`config.mk`:
```
export PLATFORM = sky130hd
export DESIGN_NAME = alu_logical_bist_flat
export DESIGN_NICKNAME = d
export VERILOG_FILES = /design/src/rtl/alu_logical_bist_if.sv /design/src/rtl/alu_logical_bist.sv /design/src/flat_wrapper.sv
export SDC_FILE = /design/constraint.sdc
export NUM_CORES = 1
export LEC_CHECK = 0
export ABC_AREA = 1
export BUFFER_PORTS_ARGS = -buffer_cell sky130_fd_sc_hd__buf_2
export CORE_MARGIN = 1
export CORE_UTILIZATION = 58
export CTS_CLUSTER_SIZE = 10
export DETAILED_ROUTE_END_ITERATION = 6
export PLACE_DENSITY = 0.9
export SLEW_MARGIN = 10
export SYNTH_ARGS = -nofsm -noshare
export SYNTH_HDL_FRONTEND = slang
export SYNTH_SLANG_ARGS = --single-unit
```
`constraint.sdc`:
```
create_clock -name clk -period 3.65 [get_ports clk]
set_clock_uncertainty 0.15 [all_clocks]
set_input_delay 0.9125 -clock clk [delete_from_list [all_inputs] [get_ports clk]]
set_output_delay 0.9125 -clock clk [all_outputs]
set_load 0.05 [all_outputs]
```
`src/rtl/alu_logical_bist_if.sv`:
```
// Operand/opcode/result bus between the logical-slice BIST and the slice.
// The BIST is the master (drives operands/selects), the slice the slave.
interface alu_logical_bist_if;
  logic [31:0] a;
  logic [31:0] b;
  logic [31:0] c;
  logic        in_and;
  logic        in_or;
  logic        in_neg;
  logic        in_not;

  modport master (
    output a, b, in_and, in_or, in_neg, in_not,
    input  c
  );

  modport slave (
    input  a, b, in_and, in_or, in_neg, in_not,
    output c
  );
endinterface

```
`src/rtl/alu_logical_bist.sv`:
```
// BIST driver for the logical ALU slice: LFSR operands, one-hot op, check c.
// Optional failure capture registers enabled by ALU_BIST_CAPTURE_EN.
module alu_logical_bist #(
  parameter int unsigned VECTORS = 1000,
  parameter logic [63:0] SEED    = 64'h1
) (
  input  logic                 clk,
  input  logic                 clr_n,
  input  logic                 start,
  alu_logical_bist_if.master   alu,
  output logic                 busy,
  output logic                 done,
  output logic                 fail,
  output logic [1:0]           fail_op,
  output logic [15:0]          fail_index
`ifdef ALU_BIST_CAPTURE_EN
  ,
  output logic [31:0]          fail_a,
  output logic [31:0]          fail_b,
  output logic [31:0]          fail_c,
  output logic [31:0]          fail_exp
`endif
);

  typedef enum logic [2:0] {
    S_IDLE,
    S_DRIVE,
    S_CHECK,
    S_DONE,
    S_FAIL
  } state_t;

  localparam logic [15:0] LAST = 16'(VECTORS - 1);

  state_t      state, state_d;
  logic [63:0] lfsr, lfsr_d, lfsr_nxt;
  logic [1:0]  op, op_d;
  logic [15:0] idx, idx_d;
  logic [1:0]  fail_op_d;
  logic [15:0] fail_index_d;
  logic [31:0] exp_c;
  logic        match;
  logic        start_ok;
  logic        chk_bad;

  assign alu.a = lfsr[31:0];
  assign alu.b = lfsr[63:32];

  assign busy = (state == S_DRIVE) || (state == S_CHECK);
  assign done = (state == S_DONE);
  assign fail = (state == S_FAIL);

  assign alu.in_and = busy && (op == 2'd0);
  assign alu.in_or  = busy && (op == 2'd1);
  assign alu.in_neg = busy && (op == 2'd2);
  assign alu.in_not = busy && (op == 2'd3);

  assign lfsr_nxt = {lfsr[62:0],
                     ~(lfsr[63] ^ lfsr[62] ^ lfsr[60] ^ lfsr[59])};

  assign start_ok = start &&
                    ((state == S_IDLE) || (state == S_DONE) ||
                     (state == S_FAIL));

  assign match   = (alu.c == exp_c);
  assign chk_bad = (state == S_CHECK) && !match;

  // Reference result for the op currently applied to the slice
  always_comb begin
    exp_c = '0;
    unique case (op)
      2'd0: exp_c = alu.a & alu.b;
      2'd1: exp_c = alu.a | alu.b;
      2'd2: exp_c = ~alu.a + 32'd1;
      2'd3: exp_c = ~alu.a;
    endcase
  end

  // Next-state, vector sequencing and failure capture
  always_comb begin
    state_d      = state;
    lfsr_d       = lfsr;
    op_d         = op;
    idx_d        = idx;
    fail_op_d    = fail_op;
    fail_index_d = fail_index;
    unique case (state)
      S_IDLE, S_DONE, S_FAIL: begin
        if (start) begin
          state_d      = S_DRIVE;
          lfsr_d       = SEED;
          op_d         = '0;
          idx_d        = '0;
          fail_op_d    = '0;
          fail_index_d = '0;
        end
      end
      S_DRIVE: state_d = S_CHECK;
      S_CHECK: begin
        if (match) begin
          lfsr_d = lfsr_nxt;
          if (idx < LAST) begin
            idx_d   = idx + 16'd1;
            state_d = S_DRIVE;
          end else if (op != 2'd3) begin
            op_d    = op + 2'd1;
            idx_d   = '0;
            state_d = S_DRIVE;
          end else begin
            state_d = S_DONE;
          end
        end else begin
          fail_op_d    = op;
          fail_index_d = idx;
          state_d      = S_FAIL;
        end
      end
      default: state_d = S_IDLE;
    endcase
  end

  // State and sequencing registers
  always_ff @(posedge clk or negedge clr_n) begin
    if (!clr_n) begin
      state      <= S_IDLE;
      lfsr       <= SEED;
      op         <= '0;
      idx        <= '0;
      fail_op    <= '0;
      fail_index <= '0;
    end else begin
      state      <= state_d;
      lfsr       <= lfsr_d;
      op         <= op_d;
      idx        <= idx_d;
      fail_op    <= fail_op_d;
      fail_index <= fail_index_d;
    end
  end

`ifdef ALU_BIST_CAPTURE_EN
  // Snapshot operands, observed and expected result on a mismatch
  always_ff @(posedge clk or negedge clr_n) begin
    if (!clr_n) begin
      fail_a   <= '0;
      fail_b   <= '0;
      fail_c   <= '0;
      fail_exp <= '0;
    end else if (start_ok) begin
      fail_a   <= '0;
      fail_b   <= '0;
      fail_c   <= '0;
      fail_exp <= '0;
    end else if (chk_bad) begin
      fail_a   <= alu.a;
      fail_b   <= alu.b;
      fail_c   <= alu.c;
      fail_exp <= exp_c;
    end
  end
`else
  logic unused_cap;
  assign unused_cap = start_ok ^ chk_bad;
`endif

endmodule

```
`src/flat_wrapper.sv`:
```
// flat-port wrapper written by rule: the top's interface ports become plain ports
module alu_logical_bist_flat 
#(
  parameter int unsigned VECTORS = 1000,
  parameter logic [63:0] SEED    = 64'h1
)
  (clk, clr_n, start, busy, done, fail, fail_op, fail_index, alu_a, alu_b, alu_in_and, alu_in_or, alu_in_neg, alu_in_not, alu_c);
  alu_logical_bist_if alu_i ();
  input  logic clk;
  input  logic clr_n;
  input  logic start;
  output logic busy;
  output logic done;
  output logic fail;
  output logic [1:0] fail_op;
  output logic [15:0] fail_index;
  output wire logic [$bits(alu_i.a)-1:0] alu_a;
  output wire logic [$bits(alu_i.b)-1:0] alu_b;
  output wire logic [$bits(alu_i.in_and)-1:0] alu_in_and;
  output wire logic [$bits(alu_i.in_or)-1:0] alu_in_or;
  output wire logic [$bits(alu_i.in_neg)-1:0] alu_in_neg;
  output wire logic [$bits(alu_i.in_not)-1:0] alu_in_not;
  input wire logic [$bits(alu_i.c)-1:0] alu_c;
  assign alu_a = alu_i.a;
  assign alu_b = alu_i.b;
  assign alu_in_and = alu_i.in_and;
  assign alu_in_or = alu_i.in_or;
  assign alu_in_neg = alu_i.in_neg;
  assign alu_in_not = alu_i.in_not;
  assign alu_i.c = alu_c;
  alu_logical_bist #(.VECTORS(VECTORS), .SEED(SEED)) u_core (.clk(clk), .clr_n(clr_n), .start(start), .alu(alu_i), .busy(busy), .done(done), .fail(fail), .fail_op(fail_op), .fail_index(fail_index));
endmodule
```
[After elaboration in Yosys (flattened, before gate mapping)]
Index checks and enable logic that the tools add are counted.
Word-level totals
  input bits: 35
  output and inout bits: 89
  register bits: 103
  logic and storage cells: 68
Cells by class
  reduce and logical (&&, ||, !) cells: 13
  $lt $le $gt $ge: 1
  equality and inequality tests: 15
  bitwise operators: 7
  multiplexer cells: 23
  $add $sub $neg: 3
Operators with widths (number)
  $mux 64: 2
  $pmux 32 s4: 1
  $pmux 64 s2: 1
  $mux 16: 5
  $pmux 16 s2: 2
  $add 32x1->32 const B: 1
  $and 32x32->32: 1
  $eq 32x32->1: 1
  $not 32->32: 1
  $or 32x32->32: 1
  $add 16x1->16 const B: 1
  $lt 16x10->1 const B: 1
  $mux 2: 6
  $ne 2x2->1 const B: 5
  $mux 3: 3
  $pmux 3 s3: 1
  $pmux 2 s2: 2
  $eq 3x2->1 const B: 2
  $reduce_and 3->1: 2
  $reduce_and 5->1: 1
  $eq 2x2->1 const B: 2
  $logic_and 1x1->1: 4
  $reduce_and 4->1: 1
  $eq 3x1->1 const B: 1
  12 further kinds: 14

[Depth between registers and ports, before layout]
Gate-level depths: netlist of the first run.
  word-level depth: 6
  depth in mapped cells: 24
  depth with buffers taken out: 22

[Worst setup path after synthesis of the first run]
Ideal clock, no wire load.
  kind: register -> output
  start: reg u_core.state[0]
  end: out alu_in_and
  buffers on the path: 0
  stages on the path, launching flop included: 6
  arrival: 2.267 ns
  required time: 2.588 ns
  slack: 0.320 ns
  path through: dfrtp_1 > nor3_1 > inv_2 > nand2_1 > inv_1 > nor2_1
On the way
  cells in the longest elaborated chain, start to end: 3
  elaborated cells on any way between the ends: 4
  classes of those cells: eq/ne (2); reduce/logical (2)
Ends and longest elaborated chain
  start, declared: RTL line alu_logical_bist.sv:35  | state_t state, state_d;
  start signal, assigned: RTL line alu_logical_bist.sv:132  | state <= state_d;
  $eq 3x1->1 or $eq 3x2->1 (tied branches): RTL line alu_logical_bist.sv:49  | assign busy = (state == S_DRIVE) || (state == S_CHECK);
  $logic_or 1x1->1 *: RTL line alu_logical_bist.sv:49
  net busy: RTL line flat_wrapper.sv:12  | output logic busy;
  $logic_and 1x1->1 *: RTL line alu_logical_bist.sv:53  | assign alu.in_and = busy && (op == 2'd0);
  end, declared: RTL line flat_wrapper.sv:19  | output wire logic [$bits(alu_i.in_and)-1:0] alu_in_and;
Mark *: on every way through the listed nets, which the timed path passes. The rest lies on a longest branch.

[Worst setup path in the final report of the first run]
  start: reg u_core.op[1]
  end: reg u_core.lfsr[17]
On the way
  cells in the longest elaborated chain, start to end: 5
  elaborated cells on any way between the ends: 8
  classes of those cells: eq/ne (5); mux (1); reduce/logical (2)
Ends and longest elaborated chain
  start, declared: RTL line alu_logical_bist.sv:37  | logic [1:0] op, op_d;
  start signal, assigned: RTL line alu_logical_bist.sv:134  | op <= op_d;
  $eq 2x2->1, or another cell as far along: RTL line alu_logical_bist.sv:71  | unique case (op)
  $pmux 32 s4 *: RTL line alu_logical_bist.sv:71
  $eq 32x32->1 *: RTL line alu_logical_bist.sv:65  | assign match = (alu.c == exp_c);
  $ne 2x1->1 (no source line) *
  $reduce_and 3->1 (no source line) *
  end signal, assigned: RTL line alu_logical_bist.sv:133  | lfsr <= lfsr_d;
  end, declared: RTL line alu_logical_bist.sv:36  | logic [63:0] lfsr, lfsr_d, lfsr_nxt;
Every way passes the cells marked *; elsewhere a longest branch is shown, timed or not.
A chain may end at the register's enable or synchronous reset.

==> impl_metrics.env, run 1 <==
export IMPL_row_count=41
export IMPL_synth_area_sq_um=7690
export IMPL_final_area_sq_um=8620
export IMPL_die_area_sq_um=13700
export IMPL_antenna_found_initial=1
export IMPL_place_area_sq_um=8330
export IMPL_max_cap_violations=0
export IMPL_post_route_period_util_pct=91.3
export IMPL_multi_input_area_sq_um=4350
export IMPL_io_buffers=123
export IMPL_numCtsBuffers=9
export IMPL_root_buffer="clkbuf_16"
export IMPL_synth_cells=1140
export IMPL_worstMarginPinSlew_ns=0.907
export IMPL_critPathKind="reg2reg"
export IMPL_fill_cells=1127
export IMPL_core_sq_um=12800
export IMPL_clock_latency_ns=0.37
export IMPL_synth_top_area_cell="dfrtp_1"
export IMPL_cp_data_arrival_time_ns=3.42
export IMPL_hold_viol=0
export IMPL_fin_nets=1278
export IMPL_synth_edff_count=0
export IMPL_power_mw=4.72
export IMPL_clk_path_buf_depth=2
export IMPL_wirelength_um=20500
export IMPL_cts_tree="yes"
export IMPL_io_pins=124
export IMPL_grt_setup_unrepaired="no"
export IMPL_critPathRequiredTime_ns=3.74
export IMPL_grt_max_degree=72
export IMPL_cts_max_level=3
export IMPL_viasPerCell=5.42
export IMPL_grt_pass1_wl_um=33300
export IMPL_drt_pass1_iterations=6
export IMPL_end_kind="flip-flop"
export IMPL_synth_top_cell_area_share_pct=33.2
export IMPL_worst_setup_path_start_kind="flip-flop"
export IMPL_yosys_warnings=0
export IMPL_ant_nets=0
export IMPL_setup_viol=0
export IMPL_cts_sinks=103
export IMPL_gp_congestion=0.986
export IMPL_synth_async_reset_ratio_pct=100
export IMPL_cp_max_fo=46
export IMPL_routedWlPerCell_um=14.5
export IMPL_slew_violations=0
export IMPL_slew_limit_headroom_pct=39.5
export IMPL_synth_most_common_cell="nand2_1"
export IMPL_fp_dieH_um=117
export IMPL_track_usage_pct=31.3
export IMPL_hold_class="reg2reg"
export IMPL_ys_types=45
export IMPL_status="completed"
export IMPL_post_cts_buffers=0
export IMPL_vias=7666
export IMPL_synth_nets=1182
export IMPL_initial_core_util_pct=60.2
export IMPL_clk_pin_slew_ns=0.07
export IMPL_ys_top_cells_by_count="396 x nand2_1, 115 x nor2_1, 102 x dfrtp_1"
export IMPL_seq_area_frac_synth_pct=33.5
export IMPL_synthTopCellsByArea="dfrtp_1 33%, nand2_1 19%, o21ai_2 7.2%"
export IMPL_synth_flop_cell="dfrtp_1"
export IMPL_overflow=0
export IMPL_period_minus_slack_ns=3.33
export IMPL_clock_fmax_ghz=0.300
export IMPL_drc=0
export IMPL_tns_ns=0
export IMPL_drt_iter0_markers=684
export IMPL_hpwl_um=15100
export IMPL_layout_drive_gt1_share_pct=24.7
export IMPL_ys_ff_latch=103
export IMPL_ir_drop_uv=537
export IMPL_die_w_um=117
export IMPL_grt_pass1_vias=6872
export IMPL_power_leakage_nw=4.38
export IMPL_syn_to_final_growth_pct=12.0
export IMPL_regArea_sq_um=2580
export IMPL_p_per_area_nw_per_um2=548
export IMPL_synth_avg_cell_area_sq_um=6.75
## where the power goes
group          internal, mW  leakage (nW)  switching (mW)
Clock                 0.475         0.137           0.466
Combinational         0.668          2.82            1.85
Sequential             1.19          1.43          0.0674
## worst max-delay path: stages, from the launching register on
cell and delay [ns]:
dfrtp_1 0.46, inv_1 0.14, ha_1 0.29, inv_1 0.09, buf_4 0.18, nor2_1 0.10
a21oi_1 0.05, nand2_1 0.08, nand2_1 0.05, nand2_1 0.10, nor2_1 0.05, a21oi_1 0.24
nand2_1 0.09, nor2_1 0.09, nand2_1 0.07, nor2_2 0.12, nand3_4 0.14, nand2_4 0.13
nand2_8 0.16, buf_12 0.24, nand2_2 0.11, o21ai_2 0.06
## final timing paths
kind	from	endpoint	slack, ns	cells after the start
setup / recovery	u_core.op[1]	u_core.lfsr[17]	0.32	21
hold / removal	u_core.fail_index[15]	u_core.fail_index[15]	0.32	2
setup reg to reg	u_core.op[1]	u_core.lfsr[17]	0.32	21
hold reg to reg	u_core.fail_index[15]	u_core.fail_index[15]	0.32	2
max in group asynchronous	clr_n	u_core.fail_index[4]	2.08	2
min in group asynchronous	clr_n	u_core.lfsr[43]	0.53	1
## sequential cells by signal (all words and copies together), names as in the netlist
name / count
u_core.op: 2
u_core.idx: 16
u_core.fail_index: 16
u_core.state: 3
u_core.fail_op: 2
u_core.lfsr: 64
## kinds of logic after synthesis
logic type / count (synthesis) / share of synthesized area [%]
fa+ha+maj: 7 / 1.14
compound gates: 141 / 13.1
xor+xnor: 8 / 0.911
buf+inv: 164 / 10.2
simple gates: 717 / 41.1
flops: 103 / 33.5
## repair_timing
action                                  in CTS  in global routing
hold endpoints to repair                     0                  0
gates resized for setup                      0                  2
hold buffers                                 0                  0
endpoints found under the setup margin       0                 30
## cell usage in the layout, fill, tap and decap left out, types with 2 or more instances in the layout
| cell type | count |
|---|---|
| nor2_1 | 115 |
| xnor2_1 | 5 |
| dfrtp_1 | 101 |
| nor2_4 | 5 |
| inv_8 | 2 |
| o21ai_1 | 8 |
| inv_2 | 10 |
| nand2_4 | 2 |
| nand2_2 | 41 |
| buf_12 | 2 |
| inv_1 | 93 |
| o21ai_2 | 63 |
| nand3_2 | 2 |
| nor3_1 | 8 |
| xor2_1 | 3 |
| o21ai_0 | 23 |
| nand3_1 | 98 |
| buf_2 | 122 |
| clkinv_1 | 3 |
| nor2_2 | 12 |
| nand2_1 | 396 |
| nor3b_1 | 2 |
| buf_4 | 19 |
| ha_1 | 6 |
| clkbuf_16 | 9 |
| a21oi_1 | 30 |
| nand3b_1 | 12 |
| a211oi_1 | 7 |
| nand4_1 | 17 |
## layout make-up
| class | instances | area share, % |
|---|---|---|
| repair buffers | 143 | 9.21 |
| clock buffers | 10 | 2.66 |
| inverters | 106 | 4.62 |
| well taps | 172 | 2.50 |
| multi-input cells | 873 | 50.4 |
| diodes | 1 | 0.0290 |
| clock inverters | 6 | 0.610 |
| flip-flops and latches | 103 | 29.9 |
## layer usage
layer | share of wire (%) | track usage [%] | routed length (um) | vias to the layer above
li1 | - | - | - | 3804
met1 | 42 | 40.7 | 8650 | 3537
met2 | 47 | 51.2 | 9740 | 285
met3 | 7.8 | 5.97 | 1590 | 40
met4 | 2.5 | 13.2 | 520 | 0
met5 | 0 | 0 | 0 | -
## metrics by stage
| stage | hold slack [ns] | cells | util (%) | setup WS [ns] |
|---|---|---|---|---|
| floorplan | 0.299 | 1140 | - | 0.320 |
| global placement | 0.301 | 1397 | 65.2 | 0.384 |
| detailed placement | 0.303 | 1397 | 65.2 | 0.303 |
| CTS | 0.326 | 1413 | 67.4 | 0.285 |
| global route | 0.346 | 1413 | 67.4 | 0.00754 |
| finish | 0.322 | 1414 | 67.5 | 0.316 |
Power figures use the tool's default switching activity.
==> run 2: changes to the inputs <==
--- a/config.mk
+++ b/config.mk
@@ -12,6 +12,7 @@
 export CTS_CLUSTER_SIZE = 10
 export DETAILED_ROUTE_END_ITERATION = 6
 export PLACE_DENSITY = 0.9
+export RECOVER_POWER = 25
 export SLEW_MARGIN = 10
 export SYNTH_ARGS = -nofsm -noshare
 export SYNTH_HDL_FRONTEND = slang
==> run 2 against run 1 <==
  * The run now ends with capacitance limit, slew limit left
  * Utilization about the same
  * First-iteration DRC count down 2.0%
  * Worst setup slack better by 0.0030 ns
  * Flip-flop and latch count unchanged
  * Combinational power about the same
==> impl_metrics.env, run 2 (synthesis gave the netlist of run 1 again) <==
export IMPL_status="finished, violations left"
export IMPL_violations="capacitance limit, slew limit"
export IMPL_ant_nets=0
export IMPL_worst_setup_path_start_kind="flip-flop"
export IMPL_end_kind="flip-flop"
export IMPL_period_minus_slack_ns=3.33
export IMPL_wirelength_um=20500
export IMPL_cp_data_arrival_time_ns=3.42
export IMPL_p_switching_mw=2.39
export IMPL_io_pins=124
export IMPL_post_route_util_pct=67.4
export IMPL_dp_cells=1397
export IMPL_slew_violations=72
export IMPL_clock_power_share_pct=19.9
export IMPL_hold_class="reg2reg"
export IMPL_clock_latency_ns=0.37
export IMPL_grt_max_degree=72
export IMPL_p_per_area_nw_per_um2=548
export IMPL_io_buffers=123
export IMPL_cts_tree="yes"
export IMPL_cts_sinks=103
export IMPL_largest_reg_flops=64
export IMPL_overflow=0
export IMPL_core_sq_um=12800
export IMPL_grt_setup_unrepaired="no"
export IMPL_cp_common_cell="nand2_1"
export IMPL_cts_max_level=3
export IMPL_clk_path_buf_depth=2
export IMPL_worstMarginPinSlew_ns=1.79
export IMPL_grt_pass1_vias=6872
export IMPL_die_w_um=117
export IMPL_layout_drive_gt1_share_pct=24.6
export IMPL_die_area_sq_um=13700
export IMPL_slew_limit_headroom_pct=-19.0
export IMPL_cpMaxStageDelayCell="dfstp_2"
export IMPL_drc=0
export IMPL_hold_ws_ns=0.321
export IMPL_power_leakage_nw=4.38
export IMPL_top_register="u_core.lfsr"
export IMPL_power_mw=4.72
export IMPL_grt_pass1_wl_um=33300
export IMPL_critPathRequiredTime_ns=3.74
export IMPL_final_cells=1414
export IMPL_post_cts_buffers=0
export IMPL_post_route_period_util_pct=91.3
export IMPL_row_count=41
export IMPL_fin_nets=1278
export IMPL_reg_largest_list="u_core.lfsr x64, u_core.fail_index x16, u_core.idx x16"
export IMPL_crit_chain="inv_2, ha_1, nand2_1, nor2_1, nand3_2, inv_1, nand2_1, nand2_1, nand3_1, nand2_1, nand2_1, nand2_1, nand2_1, nand2_1, inv_2, nand3_1, nor2_1, nand3_4, nand2_4, nand2_8, buf_12, nand2_2, o21ai_2"
export IMPL_routedWlPerCell_um=14.5
export IMPL_cp_max_fo=46
export IMPL_p_seq_share_pct=26.7
export IMPL_gp_congestion=0.986
export IMPL_viasPerCell=5.41
export IMPL_track_usage_pct=31.3
export IMPL_final_common_cell="nand2_1"
export IMPL_drt_pass1_iterations=6
export IMPL_initial_core_util_pct=60.2
export IMPL_critPathKind="reg2reg"
export IMPL_setup_viol=0
export IMPL_hpwl_um=15100
export IMPL_ir_drop_uv=537
export IMPL_internal_power_mw=2.34
export IMPL_critPathMaxStageDelay_ns=0.59
export IMPL_clock_fmax_ghz=0.300
export IMPL_root_buffer="clkbuf_16"
export IMPL_fp_dieH_um=117
export IMPL_max_cap_violations=1
export IMPL_numCtsBuffers=9
export IMPL_vias=7655
export IMPL_antenna_found_initial=1
export IMPL_drt_iter0_markers=670
export IMPL_syn_to_final_growth_pct=11.9
export IMPL_clk_pin_slew_ns=0.07
export IMPL_hold_viol=0
export IMPL_fill_cells=1127
export IMPL_tns_ns=0
export IMPL_p_sw_share_pct=50.6
export IMPL_mostFrequentLayoutCells="396 x nand2_1, 122 x buf_2, 115 x nor2_1"
export IMPL_p_comb_share_pct=53.4
==> run 2: cell types whose count changed in the layout (fill, tap and decap cells not counted), sizes merged <==
cell,previous run,this run
buf,143,141
clkbuf,10,12
==> run 2: repair_timing <==
action	4_1_cts	5_1_grt
endpoints found under the setup margin	0	30
resized for setup	0	2
hold buffers	0	0
==> run 2: power by group through the flow <==
stage / logic, mW / registers, mW / clock network, mW
2_1_floorplan: 2.06 / 1.33 / 0
3_3_place_gp: 2.45 / 1.27 / 0
3_5_place_dp: 2.50 / 1.28 / 0
4_1_cts: 2.50 / 1.26 / 0.954
5_1_grt: 2.75 / 1.27 / 0.995
6_report: 2.52 / 1.26 / 0.940
==> run 2: area by class of cell <==
cell class                      instances  area, sq um  area share [%]
Timing Repair Buffer                  143          787            9.14
Clock buffer                           10          229            2.66
Clock inverter                          6         52.6           0.610
Multi-Input combinational cell        873         4350            50.5
Tap cell                              172          215            2.50
Sequential cell                       103         2580            30.0
Antenna cell                            1         2.50          0.0291
Inverter                              106          398            4.62
==> run 2: per-stage QoR <==
| step | instance area (sq um) | worst slack (ns) |
|---|---|---|
| finish | 8610 | 0.319 |
| global route | 8610 | 0.00754 |
| CTS | 8610 | 0.285 |
| detailed placement | 8330 | 0.303 |
| global placement | 8330 | 0.384 |
| floorplan | 7690 | 0.320 |
==> run 2: final timing paths <==
check                                      start               endpoint  slack [ns]  cells after the start
max                               u_core.lfsr[0]        u_core.lfsr[17]        0.32                     23
min                        u_core.fail_index[15]  u_core.fail_index[15]        0.32                      2
max reg2reg                       u_core.lfsr[0]        u_core.lfsr[17]        0.32                     23
min reg2reg                u_core.fail_index[15]  u_core.fail_index[15]        0.32                      2
max in group asynchronous                  clr_n         u_core.lfsr[7]        1.21                      2
min in group asynchronous                  clr_n        u_core.lfsr[43]        0.88                      1
==> run 2: per-layer routing <==
| layer | global-route usage (%) | vias up | part of all wire (%) |
|---|---|---|---|
| met2 | 51.2 | 283 | 47 |
| met5 | 0 | - | 0 |
| met1 | 40.7 | 3533 | 42 |
| li1 | - | 3803 | - |
| met3 | 5.97 | 36 | 7.7 |
| met4 | 13.2 | 0 | 2.5 |
==> run 2: critical path, delay by kind of cell (launching register included) <==
kind,cells,cell delay [ns]
adders and majority gates,1,0.24
and+or+nand+nor,17,1.68
buffers and inverters,4,0.45
DFF,1,0.59
AOI/OAI and AO/OA,1,0.06
==> run 3: changes to the inputs <==
--- a/config.mk
+++ b/config.mk
@@ -17,3 +17,4 @@
 export SYNTH_ARGS = -nofsm -noshare
 export SYNTH_HDL_FRONTEND = slang
 export SYNTH_SLANG_ARGS = --single-unit
+export TNS_END_PERCENT = 20
==> constraint.sdc (replaced) <==
create_clock -name clk -period 3.07 [get_ports clk]
set_clock_uncertainty 0.15 [all_clocks]
set_input_delay 0.7675 -clock clk [delete_from_list [all_inputs] [get_ports clk]]
set_output_delay 0.7675 -clock clk [all_outputs]
set_load 0.05 [all_outputs]
==> run 3 against run 2 <==
  * The flow finishes with violations (DRC, capacitance limit, slew limit, setup timing)
  * Clock power rose by 24%
  * First-iteration DRC count rose by 93%
  * Critical path depth down 1
  * Total power increased by 57%
  * Largest cell class unchanged
  * Non-clock buffer count up 69
  * Clock-buffer cell count is the same
  * Maximum frequency grew 0.44%
  * Final area is 13% higher
  * Critical path type unchanged
  * Flip-flop and latch count is the same
  * Worst hold slack worse by 0.0013 ns
==> impl_metrics.env, run 3 (synthesis gave the netlist of run 1 again) <==
export IMPL_status="finished, violations left"
export IMPL_violations="DRC, capacitance limit, slew limit, setup timing"
export IMPL_critPathRequiredTime_ns=3.18
export IMPL_slew_violations=65
export IMPL_clock_power_share_pct=15.8
export IMPL_numCtsBuffers=9
export IMPL_core_sq_um=12800
export IMPL_worst_setup_path_start_kind="flip-flop"
export IMPL_critPathKind="reg2reg"
export IMPL_power_leakage_nw=4.99
export IMPL_crit_chain="nor2_2, nand2_1, inv_2, nand3_2, buf_4, nor2_1, nand2_1, nand3_1, nand2_1, nand2_1, nand2_1, nand2_1, nand2_1, nor2_1, nand2_2, nor2_4, nand3_4, nand2_8, nand2_8, clkbuf_16, nand2_4, o21ai_2"
export IMPL_end_kind="flip-flop"
export IMPL_wirelength_um=26000
export IMPL_top_register="u_core.lfsr"
export IMPL_drt_iter0_markers=1295
export IMPL_clk_pin_slew_ns=0.08
export IMPL_drt_pass1_iterations=7
export IMPL_dp_slack_ns=-0.0584
export IMPL_cp_max_fo=8
export IMPL_grt_max_degree=66
export IMPL_vias=8748
export IMPL_io_pins=124
export IMPL_hold_viol=0
export IMPL_critPathMaxStageDelay_ns=0.46
export IMPL_grt_pass1_vias=7173
export IMPL_viasPerCell=5.89
export IMPL_row_count=41
export IMPL_drc=7
export IMPL_cts_tree="yes"
export IMPL_post_route_period_util_pct=108
export IMPL_place_area_sq_um=8770
export IMPL_gp_congestion=1.02
export IMPL_antenna_found_initial=0
export IMPL_cp_common_cell="nand2_1"
export IMPL_track_usage_pct=32.9
export IMPL_cts_max_level=3
export IMPL_slew_limit_headroom_pct=-16.4
export IMPL_io_buffers=123
export IMPL_clk_path_buf_depth=2
export IMPL_layout_drive_gt1_share_pct=32.3
export IMPL_cp_top_family="simple AND/OR/NAND/NOR gates"
export IMPL_mostFrequentLayoutCells="371 x nand2_1, 122 x buf_2, 109 x nor2_1"
export IMPL_holdBufCountCts=0
export IMPL_routedWlPerCell_um=17.5
export IMPL_clock_latency_ns=0.37
export IMPL_die_area_sq_um=13700
export IMPL_die_w_um=117
export IMPL_p_sw_share_pct=49.3
export IMPL_setup_slack_ns=-0.246
export IMPL_max_cap_violations=1
export IMPL_cts_sinks=103
export IMPL_cp_data_arrival_time_ns=3.42
export IMPL_p_per_area_nw_per_um2=758
export IMPL_internal_power_mw=3.75
export IMPL_final_common_cell="nand2_1"
export IMPL_clock_fmax_ghz=0.302
export IMPL_ir_drop_uv=656
export IMPL_largest_reg_flops=64
export IMPL_worstMarginPinSlew_ns=1.75
export IMPL_ant_nets=0
export IMPL_root_buffer="clkbuf_16"
export IMPL_grt_pass1_wl_um=34800
export IMPL_p_seq_share_pct=20.1
export IMPL_post_route_util_pct=76.5
export IMPL_reg_largest_list="u_core.lfsr x64, u_core.fail_index x16, u_core.idx x16"
export IMPL_hpwl_um=15900
export IMPL_setup_viol=101
export IMPL_hold_ws_ns=0.320
export IMPL_cpMaxStageDelayCell="dfrtp_2"
export IMPL_overflow=0
export IMPL_final_area_sq_um=9770
export IMPL_syn_to_final_growth_pct=26.9
export IMPL_fill_cells=915
export IMPL_grt_setup_unrepaired="yes"
export IMPL_fp_dieH_um=117
export IMPL_p_switching_mw=3.65
export IMPL_crit_buf_inv=3
export IMPL_fin_nets=1349
export IMPL_hold_class="reg2reg"
export IMPL_initial_core_util_pct=60.2
export IMPL_power_mw=7.40
export IMPL_antenna_cells=0
export IMPL_p_comb_share_pct=64.1
export IMPL_period_minus_slack_ns=3.32
-- run 3: tightest hold or removal path, delay by kind of cell, from the launching register on --
family,cells,cell delay (ns)
AND/OR/NAND/NOR,2,0.10
flip-flops,1,0.34
-- run 3: worst paths after layout --
path	startpoint	endpoint	slack [ns]	cells past startpoint
setup / recovery	u_core.lfsr[6]	u_core.lfsr[47]	-0.25	22
hold / removal	u_core.fail_index[12]	u_core.fail_index[12]	0.32	2
setup reg to reg	u_core.lfsr[6]	u_core.lfsr[47]	-0.25	22
hold reg to reg	u_core.fail_index[12]	u_core.fail_index[12]	0.32	2
max in group asynchronous	clr_n	u_core.lfsr[7]	0.92	1
min in group asynchronous	clr_n	u_core.lfsr[39]	0.72	1
-- run 3: final cells by class --
| type | count | area, sq um | share of cell area [%] |
|---|---|---|---|
| Sequential cell | 103 | 2580 | 26.4 |
| Inverter | 106 | 404 | 4.14 |
| Tap cell | 172 | 215 | 2.20 |
| Clock inverter | 6 | 62.6 | 0.641 |
| Timing Repair Buffer | 212 | 1650 | 16.8 |
| Clock buffer | 10 | 229 | 2.34 |
| Multi-Input combinational cell | 875 | 4630 | 47.4 |
-- run 3: metrics by stage --
| step | TNS [ns] | cells |
|---|---|---|
| 2_1_floorplan | -0.472 | 1140 |
| 3_3_place_gp | 0 | 1443 |
| 3_5_place_dp | -0.649 | 1443 |
| 4_1_cts | -0.000461 | 1459 |
| 5_1_grt | -35.27 | 1484 |
| 6_report | -16.14 | 1484 |
-- run 3: routing by layer --
metal	track usage, %	share of wire, %	vias to the layer above	wire length [um]
met1	43.0	37	4002	9740
met4	11.6	5.3	0	1390
met5	0	0	-	0
met2	53.4	45	618	11700
met3	7.93	12	178	3130
li1	-	-	3950	-
-- run 3: what timing repair did --
action                     CTS  global route
resized for setup            1            85
pin swaps                    0            23
setup buffers                0             9
setup endpoints to repair   18           103
cloned                       0            17
-- run 3: power groups by stage --
stage	clock network, mW	logic (mW)	registers (mW)
after floorplan	0	2.44	1.58
after global placement	0	3.20	1.50
after detailed placement	0	3.26	1.50
after CTS	1.17	3.28	1.48
after global routing	1.23	4.95	1.49
final	1.17	4.75	1.48
